$ cat src/rtl/bin2bcd_seq_iceqman.sv
// Sequential double-dabble binary to BCD converter with leading-zero blank mask.
// One shift/adjust step per clock, start/busy/done handshake.
module bin2bcd_seq_iceqman #(
  parameter int WIDTH  = 16,
  parameter int DIGITS = 5
) (
  input  logic                  clock,
  input  logic                  reset,
  input  logic                  start,
  input  logic [WIDTH-1:0]      bin_in,
  output logic                  busy,
  output logic                  done,
  output logic [4*DIGITS-1:0]   bcd_out,
  output logic [DIGITS-1:0]     blank
);

  localparam int BW = 4 * DIGITS;
  localparam int CW = $clog2(WIDTH + 1);

  localparam logic [CW-1:0]     LAST_STEP = CW'(WIDTH - 1);
  localparam logic [DIGITS-1:0] BLANK_RST = {{(DIGITS-1){1'b1}}, 1'b0};

  typedef enum logic [1:0] {
    S_IDLE,
    S_CONVERT,
    S_DONE
  } state_t;

  state_t state;
  state_t state_nxt;

  logic [WIDTH-1:0]  bin_reg;
  logic [BW-1:0]     bcd_acc;
  logic [CW-1:0]     count;

  logic [BW-1:0]     adj;
  logic [DIGITS-1:0] digit_zero;
  logic [DIGITS-1:0] blank_nxt;
  logic              zero_run;
  logic              accept;
  logic              last;

  assign busy   = (state != S_IDLE);
  assign accept = (state == S_IDLE) && start;
  assign last   = (count == LAST_STEP);

  // State register
  always_ff @(posedge clock or posedge reset) begin
    if (reset) begin
      state <= S_IDLE;
    end else begin
      state <= state_nxt;
    end
  end

  // Next-state logic: idle until start, WIDTH steps, then one publish cycle
  always_comb begin
    state_nxt = state;
    unique case (state)
      S_IDLE: begin
        if (start) state_nxt = S_CONVERT;
      end
      S_CONVERT: begin
        if (last) state_nxt = S_DONE;
      end
      S_DONE: begin
        state_nxt = S_IDLE;
      end
      default: begin
        state_nxt = S_IDLE;
      end
    endcase
  end

  // Add-3 correction of every digit that is 5 or more, before the shift
  always_comb begin
    adj = '0;
    for (int i = 0; i < DIGITS; i++) begin
      if (bcd_acc[4*i +: 4] >= 4'd5) begin
        adj[4*i +: 4] = bcd_acc[4*i +: 4] + 4'd3;
      end else begin
        adj[4*i +: 4] = bcd_acc[4*i +: 4];
      end
    end
  end

  // Per-digit zero flags of the finished accumulator
  always_comb begin
    digit_zero = '0;
    for (int i = 0; i < DIGITS; i++) begin
      digit_zero[i] = (bcd_acc[4*i +: 4] == 4'd0);
    end
  end

  // Leading-zero mask: digit i blank when it and all higher digits are zero;
  // the units digit always shows so zero displays as a single "0"
  always_comb begin
    zero_run  = 1'b1;
    blank_nxt = '0;
    for (int i = DIGITS - 1; i >= 0; i--) begin
      zero_run     = zero_run & digit_zero[i];
      blank_nxt[i] = zero_run;
    end
    blank_nxt[0] = 1'b0;
  end

  // Datapath: capture on accept, then shift {bcd_acc, bin_reg} left each step
  always_ff @(posedge clock or posedge reset) begin
    if (reset) begin
      bin_reg <= '0;
      bcd_acc <= '0;
      count   <= '0;
    end else if (accept) begin
      bin_reg <= bin_in;
      bcd_acc <= '0;
      count   <= '0;
    end else if (state == S_CONVERT) begin
      bcd_acc <= {adj[BW-2:0], bin_reg[WIDTH-1]};
      bin_reg <= {bin_reg[WIDTH-2:0], 1'b0};
      count   <= count + CW'(1);
    end
  end

  // Result registers: only updated in the publish cycle, with a one-cycle done
  always_ff @(posedge clock or posedge reset) begin
    if (reset) begin
      bcd_out <= '0;
      blank   <= BLANK_RST;
      done    <= 1'b0;
    end else if (state == S_DONE) begin
      bcd_out <= bcd_acc;
      blank   <= blank_nxt;
      done    <= 1'b1;
    end else begin
      done    <= 1'b0;
    end
  end

endmodule

$ cat config.mk
export PLATFORM = sky130hd
export DESIGN_NAME = bin2bcd_seq_iceqman
export DESIGN_NICKNAME = d
export VERILOG_FILES = /design/src/rtl/bin2bcd_seq_iceqman.sv
export SDC_FILE = /design/constraint.sdc
export NUM_CORES = 1
export LEC_CHECK = 0
export ABC_CLOCK_PERIOD_IN_PS = 2400
export BUFFER_PORTS_ARGS = -buffer_cell sky130_fd_sc_hd__buf_2
export CORE_AREA = 2 2 92 94
export CTS_BUF_LIST = sky130_fd_sc_hd__clkbuf_16
export CTS_CLUSTER_DIAMETER = 80
export DETAILED_ROUTE_END_ITERATION = 8
export DIE_AREA = 0 0 94 96
export GPL_TIMING_DRIVEN = 0
export PLACE_DENSITY = 0.55
export REMOVE_ABC_BUFFERS = 1
export SLEW_MARGIN = 40
export SYNTH_ARGS = -nofsm -noshare
export SYNTH_HDL_FRONTEND = slang
export SYNTH_SLANG_ARGS = --single-unit
$ cat constraint.sdc
create_clock -name clock -period 2.4 [get_ports clock]
set_clock_uncertainty 0.1 [all_clocks]
set_input_delay 0.24 -clock clock [delete_from_list [all_inputs] [get_ports clock]]
set_output_delay 0.24 -clock clock [all_outputs]
set_load 0.01 [all_outputs]
==> summary.txt <==
Status
  – Status: finished, final reports clean

STA
  – Worst slew pin tran: approximately 0.76 ns
  – Worst slack on hold paths: 0.0200 ns
  – Max_slew headroom: 49.4%
  – Post-layout min period: 2.03 ns
  – Maximum clock frequency: between 400 and 500 MHz
  – RSZ-0062 raised after global routing: false
  – Total count of hold-check failures in the final report: 0
  – Final cycle utilization of the critical path: 84.7%
  – Total setup violations reported at the end of the flow: 0
  – Final-report max-slew violation count: 0

Route
  – DRT iter0 DRCs: 55
  – Total vias in the final route: 2,274
  – Antenna-violating nets left: 0
  – Total iterations of the first detailed-routing run: 5
  – Post-DR wirelength/cell: 13.0 µm
  – Total length of routed wires: 5980 µm
  – DRC: 0
  – Post-detailed-route via-to-cell ratio: around 5.0

Global route
  – First-pass GRT wire length: 10,500 µm
  – GRT Total Usage: roughly 15%
  – Leftover overflow at the end of global routing: 0
  – Vias in the first global route: 2,298
  – Number of antenna violations at the first check in global routing: 0
  – Maximum number of pins on one net before global-route repair: 57

Setup path
  – CP Cell Sequence: nor3b_4, nor2_4, buf_16, a21o_1, a32o_1
  – CP Depth: 5
  – CP top delay family: simple AND/OR/NAND/NOR gates
  – RR Endpoint: bcd_acc[19]$_DFFE_PP0P_
  – Buf+Inv Stages, Crit Path: 1
  – Critical path capture point: bcd_acc[19]$_DFFE_PP0P_
  – Critical Path Slowest Stage Cell: sky130_fd_sc_hd__nor3b_4
  – Critical path origin: state[1]$_DFFE_PP0P_
  – Setup Crit Path Kind: reg2reg
  – Critical path's largest stage delay: ~0.57 ns
  – Endpoint required time on the critical path: 2.52 ns
  – FF-to-FF Start: state[1]$_DFFE_PP0P_
  – Largest fanout on the critical path: 19
  – Number of cells on the worst reg-to-reg path: 5
  – Setup slack on the worst flop-to-flop path: around 0.37 ns
  – Crit path DAT: 2.15 ns
  – Startpoint type of the worst setup path: flip-flop
  – CP Capture Type: flip-flop

Job
  – Max-cap violation count: 0

Final layout
  – Final-layout fill cell count: 782
  – Fraction of final layout cells sized beyond drive strength 1: a little under a quarter
  – Number of inserted diodes: 0
  – Nets: approximately 380
  – Area of the multi-input gates: 1320 µm²
  – Register area: approximately 1700 µm²
  – Area growth from synthesis to layout: 20.9%
  – Final core utilization: 47.1%

Clock tree
  – Number of buffers created by CTS: 9
  – Clock latency reported for the late side of the worst-skew pair: 0.33 ns
  – CTS HTree Levels: 3
  – Clock-pin slew on the worst setup and hold paths: 0.06 ns
  – CTS tree: done
  – Maximum count of clock buffers along a single path: 2
  – Master cell of the clock root buffer: sky130_fd_sc_hd__clkbuf_16
  – Clk sink count: 68

Floorplanning
  – Effective utilization at floorplan: 39.0%
  – Number of rows created at floorplan: 33
  – Horizontal die dimension: around 94 µm
  – # IOs: 46
  – Core outline area: slightly above 8000 µm²
  – Overall die area: 9020 µm²
  – Y dimension of the die: roughly 96 µm

Pwr
  – Internal Dissipation: 3.31 mW
  – Clock share of power: 21.6%
  – Leak pwr: 1.85 nW
  – PnR Total Power: 5.24 mW
  – Worst-case vdd ir drop: 0.471 mV
  – Power per unit of standard cell area: about 1400 nW/µm²
  – Net switching fraction of the power: 36.8%
  – Switching power: approximately 1.9 mW
  – Share of power burned in registers: 38.2%
  – Comb pwr share: 40.3%

Synth
  – Number of distinct standard cells referenced by the synthesized netlist: 36
  – Post-Syn Instances: 305
  – Library cell with the largest summed area after synthesis: sky130_fd_sc_hd__dfrtp_1
  – Number of flip-flops and latches in the synthesized netlist: 68
  – Proportion of synthesized flip-flops having asynchronous set or reset: 100%
  – Most used flip-flop cell after synthesis: sky130_fd_sc_hd__dfrtp_1
  – Top post-synthesis cells by area: sky130_fd_sc_hd__dfrtp_1 51%, sky130_fd_sc_hd__nand2_1 7.7%, sky130_fd_sc_hd__ha_1 6.0%
  – Area fraction of the dominant cell type after synthesis: 51.0%
  – Total standard cell area after synthesis: around 3100 µm²
  – Most instantiated cells after synthesis: 64 x sky130_fd_sc_hd__dfrtp_1, 64 x sky130_fd_sc_hd__nand2_1, 36 x sky130_fd_sc_hd__o21ai_0, 15 x sky130_fd_sc_hd__a22oi_1, 15 x sky130_fd_sc_hd__ha_1
  – Syn_area_per_cell: 10.3 µm²
  – Number of synthesized flops with an enable pin: 0
  – Post-synthesis sequential area ratio: 54.4%
  – Warnings, synthesis: 0

Placed design
  – Final weighted congestion in routability-driven placement: 0.725
  – Number of buffer cells added on primary ports: 44
  – HPWL after DPL: 3940 µm

Hold path
  – Tightest Hold Check Type: in2reg
  – Worst hold stages: 3
==> stage by stage <==
step	TNS (ns)	worst slack (ns)	std cells	cell area (µm²)
3_5_place_dp	0	0.331	442	3530
5_1_grt	0	0.225	459	3790
6_report	0	0.368	459	3790
3_3_place_gp	-77.69	-1.27	438	3420
4_1_cts	0	0.320	459	3790
2_1_floorplan	-0.729	-0.180	289	3060
==> layout make-up <==
type	count	area share, %
sequential	68	45.0
tap	105	3.46
timing repair buffer	49	8.54
inverter	14	1.52
clock inverter	7	0.726
clock buffer	9	5.94
multi-input combinational	207	34.8
==> power by group through the flow <==
| stage | Clock [mW] | Sequential (mW) | Combinational (mW) |
|---|---|---|---|
| final | 1.13 | 2.00 | 2.11 |
| after global placement | 0 | 2.00 | 1.96 |
| after floorplan | 0 | 2.02 | 1.40 |
| after global routing | 1.21 | 2.07 | 2.44 |
| after CTS | 1.17 | 2.01 | 2.16 |
| after detailed placement | 0 | 2.02 | 2.15 |
==> routing by layer <==
layer	part of all wire [%]	track usage, %	wire length [µm]
met4	1.9	7.61	116
met1	49	18.8	2950
met3	4.0	4.15	238
met2	45	24.3	2670
met5	0	0	0
==> timing repair <==
item                                   CTS  global route
gates resized for setup                  0             0
setup buffers                            0             0
endpoints found under the hold margin   59             0
hold buffers                             1             0
==> cell families after synthesis <==
| logic type | synth area share (%) |
|---|---|
| buf+inv | 4.03 |
| simple gates | 15.1 |
| other cells | 0.120 |
| mux | 5.54 |
| flops | 54.4 |
| fa+ha+maj | 5.98 |
| compound gates | 13.5 |
| xor+xnor | 1.40 |
==> placed cells by master, fill, tap and decap left out, types with 5 or more instances in the layout <==
cell | Yosys | layout
sky130_fd_sc_hd__nor2_1 | 5 | 5
sky130_fd_sc_hd__mux2i_1 | 5 | 5
sky130_fd_sc_hd__a21oi_1 | 10 | 10
sky130_fd_sc_hd__clkbuf_16 | 0 | 9
sky130_fd_sc_hd__nand2_1 | 64 | 64
sky130_fd_sc_hd__dfrtp_1 | 64 | 64
sky130_fd_sc_hd__a22oi_1 | 15 | 15
sky130_fd_sc_hd__mux2_2 | 11 | 11
sky130_fd_sc_hd__buf_2 | 8 | 44
sky130_fd_sc_hd__nand2b_1 | 6 | 5
sky130_fd_sc_hd__xnor2_1 | 5 | 5
sky130_fd_sc_hd__ha_1 | 15 | 15
sky130_fd_sc_hd__o21ai_0 | 36 | 36
sky130_fd_sc_hd__nand3_1 | 7 | 7
sky130_fd_sc_hd__inv_1 | 14 | 15
==> worst min-delay path by stage <==
stage / start / to
3_5_place_dp: reset / bcd_out[18]$_DFFE_PP0P_
2_1_floorplan: bin_in[0] / bin_reg[0]$_DFFE_PP0P_
5_1_grt: bin_in[12] / bin_reg[12]$_DFFE_PP0P_
6_report: bin_in[12] / bin_reg[12]$_DFFE_PP0P_
3_3_place_gp: bin_in[0] / bin_reg[0]$_DFFE_PP0P_
4_1_cts: bin_in[0] / bin_reg[0]$_DFFE_PP0P_
==> worst min-delay path: stages <==
cell and delay (ns):
sky130_fd_sc_hd__buf_2 0.08, sky130_fd_sc_hd__a22oi_1 0.05, sky130_fd_sc_hd__nand2_1 0.05
Power figures use the tool's default switching activity.
